**src/rtl/cpu_mem_arbiter.sv**
```systemverilog
// Two-port arbiter/sequencer for the CPU_MEM 256x8 SRAM with a lock FSM and
// 2-cycle read return tracking. Define CPU_MEM_ARB_RR_EN for round-robin arbitration.
module cpu_mem_arbiter #(
    parameter int DATA_WIDTH = 8,
    parameter int ADDR_WIDTH = 8
) (
    input  logic                  clk0,
    input  logic                  rst_n,
    input  logic                  p0_valid,
    output logic                  p0_ready,
    input  logic                  p0_we,
    input  logic                  p0_lock,
    input  logic [ADDR_WIDTH-1:0] p0_addr,
    input  logic [DATA_WIDTH-1:0] p0_wdata,
    output logic                  p0_rvalid,
    output logic [DATA_WIDTH-1:0] p0_rdata,
    input  logic                  p1_valid,
    output logic                  p1_ready,
    input  logic                  p1_we,
    input  logic                  p1_lock,
    input  logic [ADDR_WIDTH-1:0] p1_addr,
    input  logic [DATA_WIDTH-1:0] p1_wdata,
    output logic                  p1_rvalid,
    output logic [DATA_WIDTH-1:0] p1_rdata,
    output logic                  mem_csb,
    output logic                  mem_web,
    output logic [ADDR_WIDTH-1:0] mem_addr,
    output logic [DATA_WIDTH-1:0] mem_din,
    input  logic [DATA_WIDTH-1:0] mem_dout
);

    typedef enum logic [1:0] {
        FREE = 2'd0,
        OWN0 = 2'd1,
        OWN1 = 2'd2
    } state_e;

    state_e     state_q, state_d;
    logic       gnt0, gnt1;
    logic       pref1;
    logic [1:0] rd_q, rd_d;
    logic [1:0] port_q, port_d;

`ifdef CPU_MEM_ARB_RR_EN
    logic rr_q, rr_d;

    always_comb begin
        rr_d = rr_q ^ (gnt0 | gnt1);
    end

    always_ff @(posedge clk0 or negedge rst_n) begin
        if (!rst_n) begin
            rr_q <= 1'b0;
        end else begin
            rr_q <= rr_d;
        end
    end

    assign pref1 = rr_q;
`else
    assign pref1 = 1'b0;
`endif

    always_ff @(posedge clk0 or negedge rst_n) begin
        if (!rst_n) begin
            state_q <= FREE;
        end else begin
            state_q <= state_d;
        end
    end

    always_comb begin
        state_d = state_q;
        case (state_q)
            FREE: begin
                if (gnt0 && p0_lock) begin
                    state_d = OWN0;
                end else if (gnt1 && p1_lock) begin
                    state_d = OWN1;
                end
            end
            OWN0: if (gnt0 && !p0_lock) state_d = FREE;
            OWN1: if (gnt1 && !p1_lock) state_d = FREE;
            default: state_d = FREE;
        endcase
    end

    // Grants are forced low while reset is asserted so the SRAM sees no access.
    always_comb begin
        gnt0 = 1'b0;
        gnt1 = 1'b0;
        if (rst_n) begin
            case (state_q)
                FREE: begin
                    if (p0_valid && (!p1_valid || !pref1)) begin
                        gnt0 = 1'b1;
                    end else if (p1_valid) begin
                        gnt1 = 1'b1;
                    end
                end
                OWN0:    gnt0 = p0_valid;
                OWN1:    gnt1 = p1_valid;
                default: ;
            endcase
        end
    end

    always_comb begin
        mem_csb  = 1'b1;
        mem_web  = 1'b1;
        mem_addr = '0;
        mem_din  = '0;
        if (gnt0) begin
            mem_csb  = 1'b0;
            mem_web  = ~p0_we;
            mem_addr = p0_addr;
            mem_din  = p0_wdata;
        end else if (gnt1) begin
            mem_csb  = 1'b0;
            mem_web  = ~p1_we;
            mem_addr = p1_addr;
            mem_din  = p1_wdata;
        end
    end

    assign p0_ready = gnt0;
    assign p1_ready = gnt1;

    // Stage 0 holds reads issued last cycle; stage 1 lines up with SRAM dout.
    always_comb begin
        rd_d[0]   = (gnt0 & ~p0_we) | (gnt1 & ~p1_we);
        port_d[0] = gnt1;
        rd_d[1]   = rd_q[0];
        port_d[1] = port_q[0];
    end

    always_ff @(posedge clk0 or negedge rst_n) begin
        if (!rst_n) begin
            rd_q   <= '0;
            port_q <= '0;
        end else begin
            rd_q   <= rd_d;
            port_q <= port_d;
        end
    end

    assign p0_rvalid = rd_q[1] & ~port_q[1];
    assign p1_rvalid = rd_q[1] & port_q[1];
    assign p0_rdata  = p0_rvalid ? mem_dout : '0;
    assign p1_rdata  = p1_rvalid ? mem_dout : '0;

endmodule
```
**config.mk**
```make
export PLATFORM = sky130hd
export DESIGN_NAME = cpu_mem_arbiter
export DESIGN_NICKNAME = d
export VERILOG_FILES = /design/src/rtl/cpu_mem_arbiter.sv
export SDC_FILE = /design/constraint.sdc
export NUM_CORES = 1
export LEC_CHECK = 0
export BUFFER_PORTS_ARGS = -buffer_cell sky130_fd_sc_hd__buf_2
export CORE_MARGIN = 2
export CORE_UTILIZATION = 33
export CTS_CLUSTER_SIZE = 10
export DETAILED_ROUTE_END_ITERATION = 10
export HOLD_SLACK_MARGIN = 0.03
export PLACE_DENSITY_LB_ADDON = 0.08
export SETUP_SLACK_MARGIN = 0.02
export SLEW_MARGIN = 25
export SYNTH_ARGS = -nofsm -noshare
export SYNTH_HDL_FRONTEND = slang
export SYNTH_SLANG_ARGS = --single-unit
```
**constraint.sdc**
```tcl
create_clock -name clk0 -period 1.1 [get_ports clk0]
set_input_delay 0 -clock clk0 [delete_from_list [all_inputs] [get_ports clk0]]
set_output_delay 0 -clock clk0 [all_outputs]
set_load 0.03 [all_outputs]
```
Word level (Yosys, flattened, before mapping)
Cells that the tools add are included.
{"block": "classes", "reduce_logical": 8, "bitwise": 8, "muxes": 22, "n_eq_ne": 5}
{"operator": "$mux W8", "count": 6}
{"operator": "$mux W1", "count": 9}
{"operator": "$mux W2", "count": 4}
{"operator": "$pmux W2 S3", "count": 1}
{"operator": "$and A1 B1 Y1", "count": 4}
{"operator": "$logic_and A1 B1 Y1", "count": 4}
{"operator": "$ne A2 B2 Y1 const B", "count": 2}
{"operator": "$pmux W1 S2", "count": 2}
{"operator": "$ne A3 B3 Y1 const B", "count": 1}
{"operator": "$not A1 Y1", "count": 3}
{"operator": "$reduce_and A3 Y1", "count": 1}
{"operator": "$eq A2 B1 Y1 const B", "count": 1}
{"operator": "$eq A2 B2 Y1 const B", "count": 1}
{"operator": "$logic_not A1 Y1", "count": 2}
{"operator": "$logic_not A2 Y1", "count": 1}
{"operator": "$or A1 B1 Y1", "count": 1}
{"block": "totals", "out_inout_bits": 38, "regBits": 6}

Longest topological paths before layout
Gate-level depths: netlist (run 1).
{"block": "logic_depth", "depth_word": 8, "ltp_mapped": 3, "ltp_nobuf": 2}

Least setup slack after synthesis (run 1)
OpenSTA, ideal clock, no wires.
{"block": "synth_path", "path_type": "flip-flop to output port", "from": "register state_q[1]", "to": "output mem_csb", "required_ps": 1100, "slack_ps": -157, "stages_incl_launch_ff": 4, "t_arrival_ps": 1257, "cell_sequence": "dfrtp_1 nand2b_1 buf_2 a31oi_1"}
{"block": "synth_via", "elab_chain_cells": 5, "elab_cells_between_ends": 9}
{"element": "from (decl)", "line_no": "38", "text": "state_e state_q, state_d;"}
{"element": "from (signal assigned)", "line_no": "68", "text": "state_q <= state_d;"}
{"element": "$eq A2 B2 Y1 or $logic_not A2 Y1 (tied branches)", "line_no": "93", "text": "case (state_q)"}
{"element": "$pmux W1 S2", "line_no": "93"}
{"element": "$mux W1", "line_no": "92", "text": "if (rst_n) begin"}
{"element": "$mux W1", "line_no": "118", "text": "end else if (gnt1) begin"}
{"element": "$mux W1 (*)", "line_no": "113", "text": "if (gnt0) begin"}
{"element": "to (decl)", "line_no": "25", "text": "output logic mem_csb,"}
Mark *: on every way between the ends. The rest lies on a longest branch, timed or not.

Final worst setup path (run 1)
{"block": "layout_path", "from": "register state_q[0]", "to": "output mem_addr[0]"}
{"block": "layout_via", "elab_chain_cells": 5, "elab_cells_between_ends": 9}
{"element": "$eq A2 B2 Y1 or $logic_not A2 Y1 (tied branches)", "line_no": "93"}
{"element": "$pmux W1 S2", "line_no": "93"}
{"element": "$mux W1", "line_no": "92"}
{"element": "$mux W8", "line_no": "118"}
{"element": "$mux W8 (*)", "line_no": "113"}
{"element": "to (decl)", "line_no": "27", "text": "output logic [ADDR_WIDTH-1:0] mem_addr,"}
Marked as above.

==> results of run 1 <==
[metal layers]
| layer | GRT usage, % | routed length (um) | share of wire, % |
|---|---|---|---|
| met5 | 0 | 0 | 0 |
| met4 | 8.108 | 19 | 0.65 |
| met3 | 4.094 | 239 | 8.2 |
| met2 | 41.77 | 1530 | 53 |
| met1 | 24.28 | 1115 | 38 |
[registers in the layout, summed over array words and instances, names as in the netlist]
register	count
state_q	2
rd_q	2
port_q	2
[how the worst max path moves through the flow]
stage             endpoint  cells after the start
2_1_floorplan      mem_csb                      3
3_3_place_gp   mem_addr[4]                      4
3_5_place_dp   mem_addr[4]                      4
4_1_cts         mem_din[3]                      4
5_1_grt         mem_din[0]                      4
6_report       mem_addr[0]                      4
[synth_stat cells, drive strengths merged]
cell type | count | share of area, %
a32o | 17 | 23
and2 | 10 | 8.9
and2b | 10 | 10
and3 | 9 | 7.8
buf | 9 | 10
nor2b | 8 | 6.8
dfrtp | 6 | 20
inv | 4 | 2.0
a21bo | 1 | 1.4
a21oi | 1 | 0.68
a221oi | 1 | 2.0
a31oi | 1 | 0.85
a32oi | 1 | 1.2
and3b | 1 | 1.2
nand2b | 1 | 0.85
nand3 | 1 | 0.68
nand3b | 1 | 1.0
nor2 | 1 | 0.51
[logic make-up (layout without fill, tap and decap cells)]
logic type             Yosys count  after routing
buffers and inverters           13            108
AOI/OAI and AO/OA               22             22
and+or+nand+nor                 42             43
DFF                              6              6
[cell type report]
class / count / area [um^2] / area share (%)
inverter: 4 / 15.01 / 0.9098
clock buffer: 3 / 22.52 / 1.365
timing repair buffer: 101 / 827.0 / 50.11
multi-input combinational: 65 / 598.1 / 36.24
sequential: 6 / 152.6 / 9.249
tap: 28 / 35.03 / 2.123
[power breakdown]
| group | switching (mW) | leakage (nW) | internal, mW |
|---|---|---|---|
| sequential | 0.0297 | 0.0766 | 0.250 |
| combinational | 0.476 | 0.795 | 0.529 |
| clock | 0.0727 | 0.0138 | 0.123 |
[critical path, cell delays in order, from the launching register on]
cell and delay (ps):
dfrtp_2 410, clkbuf_16 160, and2b_1 170, a32o_1 260
buf_6 140
[repair_timing]
| item | 4_1_cts | 5_1_grt |
|---|---|---|
| hold buffers | 3 | 0 |
| setup endpoints to repair | 38 | 41 |
| endpoints found under the hold margin | 8 | 0 |
| gates cloned | 2 | 1 |
| setup buffers | 1 | 3 |
| pin swaps | 14 | 7 |
| gates resized for setup | 89 | 10 |
==> flow_metrics.env, run 1 <==
export IMPL_cp_end_kind="output pin"
export IMPL_htree_levels=1
export IMPL_drt_total_wl_um=2905
export IMPL_worstSetupPathType="reg2out"
export IMPL_hold_path_class="in2reg"
export IMPL_design_area_um2=1650
export IMPL_clock_skew_ps=2.228
export IMPL_synthSimpleGateAreaFrac_pct=37.99
export IMPL_layout_nets=229
export IMPL_fillers=153
export IMPL_fin_cells=207
export IMPL_min_period_ps=1382
export IMPL_fin_ws_ps=-282.2
export IMPL_root_buffer="clkbuf_4"
export IMPL_relSlewSlack_pct=84.91
export IMPL_holdWs_ps=49.21
export IMPL_critical_path_required_ps=1100
export IMPL_hold_viol=0
export IMPL_synth_seq_cells=6
export IMPL_violations="setup timing"
export IMPL_globalplace_congestion=0.6261
export IMPL_vias=1064
export IMPL_p_total_mw=1.481
export IMPL_path_clk_slew_ps=40
export IMPL_grt_pass1_vias=989
export IMPL_worst_pin_slew_ps=226.4
export IMPL_r2r_slack_ps=-60
export IMPL_synthDistinctLibCells=22
export IMPL_core_um2=2148
export IMPL_die_area_um2=2619
export IMPL_fp_dieW_um=51.18
export IMPL_synth_xor_area_share_pct=0
export IMPL_viasPerCell=5.140
export IMPL_outcome="finished with violations"
export IMPL_grt_max_degree=22
export IMPL_grt_total_usage_pct=22.17
export IMPL_synth_yosys_warnings=0
export IMPL_syn_inst=83
export IMPL_n_antenna_cell=0
export IMPL_cts_buffer_depth=2
export IMPL_netlist_area_um2=734.5
export IMPL_final_common_cell="buf_2"
export IMPL_synth_top_family_by_area="simple AND/OR/NAND/NOR gates"
export IMPL_setup_tns_ps=-5933
export IMPL_drtIter0Drc=21
export IMPL_synthMuxAreaShare_pct=0
export IMPL_grt_setup_unrepaired="yes"
export IMPL_clock_sinks=6
export IMPL_post_route_util_pct=76.82
export IMPL_reg2reg_depth=5
export IMPL_power_density_nw_per_um2=897.2
export IMPL_finalSetupViolCount=38
export IMPL_fmax_ghz=0.7235
export IMPL_crit_path_start="state_q[0]$_DFFE_PN0P_"
export IMPL_vdd_drop_max_mv=0.6511
export IMPL_start_kind="flop"
export IMPL_die_h_um=51.18
export IMPL_dp_cells=195
export IMPL_synth_avg_cell_area_um2=8.849
export IMPL_post_dp_cell_area_um2=1236
export IMPL_rows=17
export IMPL_reg2reg_from="state_q[0]$_DFFE_PN0P_"
export IMPL_seq_area_frac_synth_pct=20.44
export IMPL_drc_errors=0
export IMPL_crit_arrival_ps=1380
export IMPL_layout_common_cells="buf_2, buf_6, buf_4"
export IMPL_synthAdderAreaFrac_pct=0
export IMPL_overflow=0
export IMPL_grt_pass1_wl_um=4409
export IMPL_wl_per_cell_um=14.03
export IMPL_cts_tree="built"
export IMPL_hp_start="p1_valid"
export IMPL_slew_violations=0
export IMPL_reg2reg_to="state_q[0]$_DFFE_PN0P_"
export IMPL_io_pins=86
export IMPL_min_path_cells=3
export IMPL_worstPathMaxFanout=7
export IMPL_synthToLayoutAreaGrowth_pct=124.7
export IMPL_antenna_found_initial=0
export IMPL_drive_gt1_share_pct=76.54
export IMPL_start_util_pct=34.19
export IMPL_numCtsBuffers=3
export IMPL_hold_end="state_q[1]$_DFFE_PN0P_"
export IMPL_final_antenna_net_count=0
export IMPL_dp_hpwl_um=1849
export IMPL_syn_num_nets=131
export IMPL_drv_cap=0
export IMPL_io_buffer_count=85
export IMPL_fin_crit_sh_pct=125.7
export IMPL_leakage_nw=0.8853
export IMPL_dr_pass1_iters=4
export IMPL_clock_latency_ps=240
export IMPL_place_ws_ps=-63.17
export IMPL_synth_compound_area_share_pct=29.30
Note: power is estimated with default switching activity, not from simulation.
==> inputs of run 2 (changes only) <==
--- a/config.mk
+++ b/config.mk
@@ -5,11 +5,11 @@
 export SDC_FILE = /design/constraint.sdc
 export NUM_CORES = 1
 export LEC_CHECK = 0
-export BUFFER_PORTS_ARGS = -buffer_cell sky130_fd_sc_hd__buf_2
 export CORE_MARGIN = 2
-export CORE_UTILIZATION = 33
+export CORE_UTILIZATION = 55
 export CTS_CLUSTER_SIZE = 10
 export DETAILED_ROUTE_END_ITERATION = 10
+export DONT_BUFFER_PORTS = 1
 export HOLD_SLACK_MARGIN = 0.03
 export PLACE_DENSITY_LB_ADDON = 0.08
 export SETUP_SLACK_MARGIN = 0.02
==> flow_metrics.env, run 2 (synthesized netlist as in run 1, its figures left out) <==
export IMPL_start_util_pct=57.89
export IMPL_fin_crit_sh_pct=125.0
export IMPL_setup_tns_ps=-4582
export IMPL_min_path_cells=2
export IMPL_drc_errors=0
export IMPL_path_clk_slew_ps=40
export IMPL_viasPerCell=6.691
export IMPL_vdd_drop_max_mv=0.9344
export IMPL_pwr_share_clk_pct=14.8
export IMPL_drtIter0Drc=27
export IMPL_io_buffer_count=0
export IMPL_grt_setup_unrepaired="yes"
export IMPL_cts_tree="built"
export IMPL_root_buffer="clkbuf_4"
export IMPL_worst_pin_slew_ps=385.8
export IMPL_final_antenna_net_count=0
export IMPL_drv_cap=0
export IMPL_grt_pass1_wl_um=2408
export IMPL_grt_pass1_vias=549
export IMPL_outcome="finished with violations"
export IMPL_htree_levels=1
export IMPL_reg2reg_depth=3
export IMPL_drive_gt1_share_pct=61.11
export IMPL_reg2reg_from="state_q[1]$_DFFE_PN0P_"
export IMPL_grt_use_met2_pct=42.46
export IMPL_vias=823
export IMPL_clock_skew_ps=2.994
export IMPL_die_h_um=40.54
export IMPL_cts_buffer_depth=2
export IMPL_r2r_slack_ps=10
export IMPL_clock_sinks=6
export IMPL_hold_end="rd_q[0]$_DFF_PN0_"
export IMPL_finalSetupViolCount=20
export IMPL_final_common_cell="buf_6"
export IMPL_seqCellArea_um2=152.6
export IMPL_busiest_layer="met2"
export IMPL_rows=13
export IMPL_violations="setup timing"
export IMPL_worstSetupPathType="reg2out"
export IMPL_combPwrFrac_pct=64.3
export IMPL_grt_total_usage_pct=22.86
export IMPL_post_route_util_pct=91.81
export IMPL_layout_nets=158
export IMPL_leakage_nw=0.5451
export IMPL_relSlewSlack_pct=74.20
export IMPL_layout_common_cells="buf_6, and2_4, and2b_1, and3_4, a32o_1"
export IMPL_pwr_share_seq_pct=20.9
export IMPL_cp_end_kind="output pin"
export IMPL_n_antenna_cell=0
export IMPL_start_kind="flop"
export IMPL_swShare_pct=41.88
export IMPL_dp_cells=111
export IMPL_fmax_ghz=0.7271
export IMPL_power_density_nw_per_um2=1133
export IMPL_min_period_ps=1375
export IMPL_gr_usage_met3_pct=2.778
export IMPL_antenna_found_initial=0
export IMPL_numCtsBuffers=3
export IMPL_wl_per_cell_um=21.36
export IMPL_core_um2=1269
export IMPL_drt_total_wl_um=2627
export IMPL_p_switching_uw=553.0
export IMPL_multiInputGateArea_um2=624.3
export IMPL_fin_cells=123
export IMPL_dp_hpwl_um=1412
export IMPL_worstPathMaxFanout=20
export IMPL_dr_pass1_iters=4
export IMPL_crit_arrival_ps=1380
export IMPL_reg2reg_to="rd_q[0]$_DFF_PN0_"
export IMPL_fillers=52
export IMPL_overflow=0
export IMPL_fp_dieW_um=40.54
export IMPL_clock_latency_ps=240
export IMPL_synthToLayoutAreaGrowth_pct=58.60
export IMPL_hold_path_class="in2reg"
export IMPL_fin_ws_ps=-275.2
export IMPL_globalplace_congestion=0.6776
export IMPL_hold_viol=0
export IMPL_largestRegisters="port_q (2), rd_q (2), state_q (2)"
export IMPL_hp_start="p1_we"
export IMPL_io_pins=86
export IMPL_grt_max_degree=22
export IMPL_critical_path_required_ps=1100
export IMPL_slew_violations=0
export IMPL_p_int_uw=767.3
export IMPL_die_area_um2=1643
export IMPL_use_met1_pct=23.41
## run 2: changes by cell type in the layout (fill, tap and decap cells not counted), moves of 2 or more
| cell | delta |
|---|---|
| a32o_2 | -2 |
| buf_2 | -47 |
| buf_4 | -9 |
| dlygate4sd3_1 | +3 |
| buf_6 | -16 |
| a32o_1 | +2 |
## run 2: cell type report
cell class	instances	area share, %
multi-input combinational	65	53.60
inverter	4	1.504
tap	15	1.611
sequential	6	13.10
timing repair buffer	30	28.25
clock buffer	3	1.933
## run 2: worst max path at each step
stage / startpoint / to / slack, ps / cells past startpoint
6_report: state_q[1]$_DFFE_PN0P_ / mem_addr[2] / -280 / 4
2_1_floorplan: state_q[1]$_DFFE_PN0P_ / mem_csb / -160 / 3
5_1_grt: state_q[1]$_DFFE_PN0P_ / mem_addr[2] / -310 / 4
4_1_cts: state_q[1]$_DFFE_PN0P_ / mem_addr[1] / -240 / 4
3_3_place_gp: state_q[0]$_DFFE_PN0P_ / mem_addr[4] / -40 / 3
3_5_place_dp: state_q[0]$_DFFE_PN0P_ / mem_addr[1] / -70 / 3
## run 2: power groups by stage
stage	sequential (mW)	combinational, mW	clock (mW)
3_3_place_gp	0.275	0.634	0
5_1_grt	0.278	0.895	0.212
3_5_place_dp	0.278	0.645	0
2_1_floorplan	0.268	0.511	0
6_report	0.275	0.849	0.196
4_1_cts	0.264	0.737	0.206
## run 2: worst max-delay path: stages, from the launching register on
cell and delay (ps):
dfrtp_1 370, and3b_2 240, buf_12 150, a32o_1 230, buf_6 140
## run 2: layer usage
metal	vias up	part of all wire, %
li1	366	-
met1	391	35
met2	60	54
met3	6	8.9
met4	0	2.6
met5	-	0
## run 2: stage by stage
stage                     hold slack (ps)  power [mW]  instance area, um^2  setup WS, ps
after detailed placement           -295.5      0.9229                887.1        -66.06
after global placement             -295.4      0.9090                887.1        -35.11
after global routing                86.67       1.385                 1165        -307.9
after floorplan                    -295.6      0.7786                753.2        -155.8
final                               87.30       1.320                 1165        -275.2
after CTS                           48.60       1.207                 1030        -235.0
## run 2: timing repair
| action | in CTS | in global routing |
|---|---|---|
| endpoints found under the setup margin | 31 | 39 |
| setup buffers | 2 | 0 |
| hold buffers | 6 | 0 |
| hold endpoints to repair | 9 | 0 |
| resized for setup | 27 | 33 |
| cloned | 0 | 1 |
| pin swaps | 4 | 12 |
==> inputs of run 3 (changes only) <==
--- a/config.mk
+++ b/config.mk
@@ -5,8 +5,9 @@
 export SDC_FILE = /design/constraint.sdc
 export NUM_CORES = 1
 export LEC_CHECK = 0
-export CORE_MARGIN = 2
-export CORE_UTILIZATION = 55
+export CAP_MARGIN = 30
+export CORE_MARGIN = 3
+export CORE_UTILIZATION = 45
 export CTS_CLUSTER_SIZE = 10
 export DETAILED_ROUTE_END_ITERATION = 10
 export DONT_BUFFER_PORTS = 1
==> flow_metrics.env, run 3 (synthesized netlist as in run 1, its figures left out) <==
export IMPL_outcome="finished with violations"
export IMPL_violations="setup timing"
export IMPL_final_antenna_net_count=0
export IMPL_root_buffer="clkbuf_4"
export IMPL_final_common_cell="buf_6"
export IMPL_vdd_drop_max_mv=1.204
export IMPL_core_um2=1415
export IMPL_grt_use_met2_pct=44.23
export IMPL_p_total_mw=1.349
export IMPL_synthToLayoutAreaGrowth_pct=61.33
export IMPL_largestRegisters="port_q (2), rd_q (2), state_q (2)"
export IMPL_post_dp_cell_area_um2=892.1
export IMPL_drv_cap=0
export IMPL_io_buffer_count=0
export IMPL_wl_per_cell_um=22.13
export IMPL_leakage_nw=0.5712
export IMPL_design_area_um2=1185
export IMPL_fmax_ghz=0.7349
export IMPL_power_density_nw_per_um2=1139
export IMPL_start_kind="flop"
export IMPL_clock_skew_ps=6.067
export IMPL_globalplace_congestion=0.6622
export IMPL_dp_hpwl_um=1635
export IMPL_clock_sinks=6
export IMPL_r2r_slack_ps=-50
export IMPL_worstSetupPathType="reg2out"
export IMPL_drt_total_wl_um=2766
export IMPL_path_clk_slew_ps=50
export IMPL_gr_usage_met3_pct=7.813
export IMPL_drive_gt1_share_pct=62.73
export IMPL_grt_pass1_wl_um=3498
export IMPL_fillers=79
export IMPL_start_util_pct=51.90
export IMPL_worst_pin_slew_ps=382.4
export IMPL_critical_path_required_ps=1100
export IMPL_hold_end="rd_q[0]$_DFF_PN0_"
export IMPL_hold_viol=0
export IMPL_relSlewSlack_pct=74.42
export IMPL_use_met1_pct=22.56
export IMPL_finalSetupViolCount=26
export IMPL_holdWs_ps=58.58
export IMPL_grt_total_usage_pct=22.84
export IMPL_worstPathMaxFanout=20
export IMPL_fin_crit_sh_pct=123.7
export IMPL_crit_arrival_ps=1360
export IMPL_reg2reg_to="state_q[0]$_DFFE_PN0P_"
export IMPL_clock_latency_ps=240
export IMPL_antenna_found_initial=0
export IMPL_grt_setup_unrepaired="yes"
export IMPL_dr_pass1_iters=4
export IMPL_hold_path_class="in2reg"
export IMPL_vias=808
export IMPL_htree_levels=1
export IMPL_min_period_ps=1361
export IMPL_crit_chain="and3b_2 -> buf_12 -> a32o_2 -> buf_6"
export IMPL_drc_errors=0
export IMPL_reg2reg_depth=5
export IMPL_reg2reg_from="state_q[0]$_DFFE_PN0P_"
export IMPL_cts_tree="built"
export IMPL_rows=13
export IMPL_busiest_layer="met2"
export IMPL_multiInputGateArea_um2=614.3
export IMPL_layout_nets=160
export IMPL_fin_ws_ps=-260.8
export IMPL_slowest_stage="dfrtp_1"
export IMPL_seqCellArea_um2=152.6
export IMPL_drtIter0Drc=10
export IMPL_fp_dieW_um=46.40
export IMPL_numCtsBuffers=3
export IMPL_viasPerCell=6.464
export IMPL_slew_violations=0
export IMPL_grt_max_degree=22
export IMPL_path_buf_inv=2
export IMPL_overflow=0
export IMPL_min_path_cells=2
export IMPL_n_antenna_cell=0
export IMPL_layout_common_cells="buf_6, a32o_2, and2_4, and2b_1, and3_4"
export IMPL_io_pins=86
export IMPL_die_area_um2=2153
export IMPL_cp_end_kind="output pin"
export IMPL_die_h_um=46.40
export IMPL_cp_top_family="flip-flops"
export IMPL_grt_pass1_vias=737
export IMPL_cts_buffer_depth=2
export IMPL_cpPeakStageDelay_ps=360
export IMPL_hp_start="p1_we"
[run 3: area by class of cell]
cell class                      count  area share [%]
Inverter                            4           1.267
Sequential cell                     6           12.88
Tap cell                           15           1.584
Clock buffer                        3           1.901
Multi-Input combinational cell     65           51.85
Timing Repair Buffer               32           30.52
[run 3: metrics by stage]
| stage | utilization [%] | std cells | setup slack, ps | TNS (ps) |
|---|---|---|---|---|
| 2_1_floorplan | - | 83 | -155.8 | -309.3 |
| 3_3_place_gp | 63.04 | 110 | -61.07 | -498.2 |
| 3_5_place_dp | 63.04 | 110 | -96.40 | -909.3 |
| 4_1_cts | 80.37 | 123 | -246.6 | -4364 |
| 5_1_grt | 83.73 | 125 | -299.4 | -5688 |
| 6_report | 83.73 | 125 | -260.8 | -4536 |
[run 3: worst register-to-register path, delay by kind of cell (launching register included)]
family	cells	cell delay (ps)
DFF	1	400
buffers and inverters	3	340
AOI/OAI and AO/OA	2	340
[run 3: layer usage]
| metal | vias to the layer above | routed length [um] |
|---|---|---|
| met4 | 0 | 17 |
| met5 | - | 0 |
| met1 | 364 | 909 |
| met3 | 2 | 310 |
| li1 | 371 | - |
| met2 | 71 | 1529 |
[run 3: repair_timing]
action | 4_1_cts | 5_1_grt
gates cloned | 1 | 1
resized for setup | 47 | 12
hold endpoints to repair | 9 | 0
buffers inserted | 3 | 1
hold buffers | 6 | 0
setup endpoints to repair | 35 | 37
pin swaps | 8 | 6
[run 3: how the worst max path moves through the flow]
stage	from	endpoint	depth (start not counted)
final	state_q[1]$_DFFE_PN0P_	mem_addr[1]	4
after global routing	state_q[1]$_DFFE_PN0P_	mem_addr[1]	4
after CTS	state_q[1]$_DFFE_PN0P_	mem_addr[7]	4
after detailed placement	state_q[0]$_DFFE_PN0P_	mem_addr[7]	3
after global placement	state_q[0]$_DFFE_PN0P_	mem_addr[4]	3
after floorplan	state_q[1]$_DFFE_PN0P_	mem_csb	3
[run 3: where the power goes]
part	internal, mW	total [mW]	leakage (nW)	switching [mW]
clock	0.123	0.196	0.0138	0.0732
combinational	0.423	0.876	0.481	0.453
sequential	0.250	0.277	0.0766	0.0272
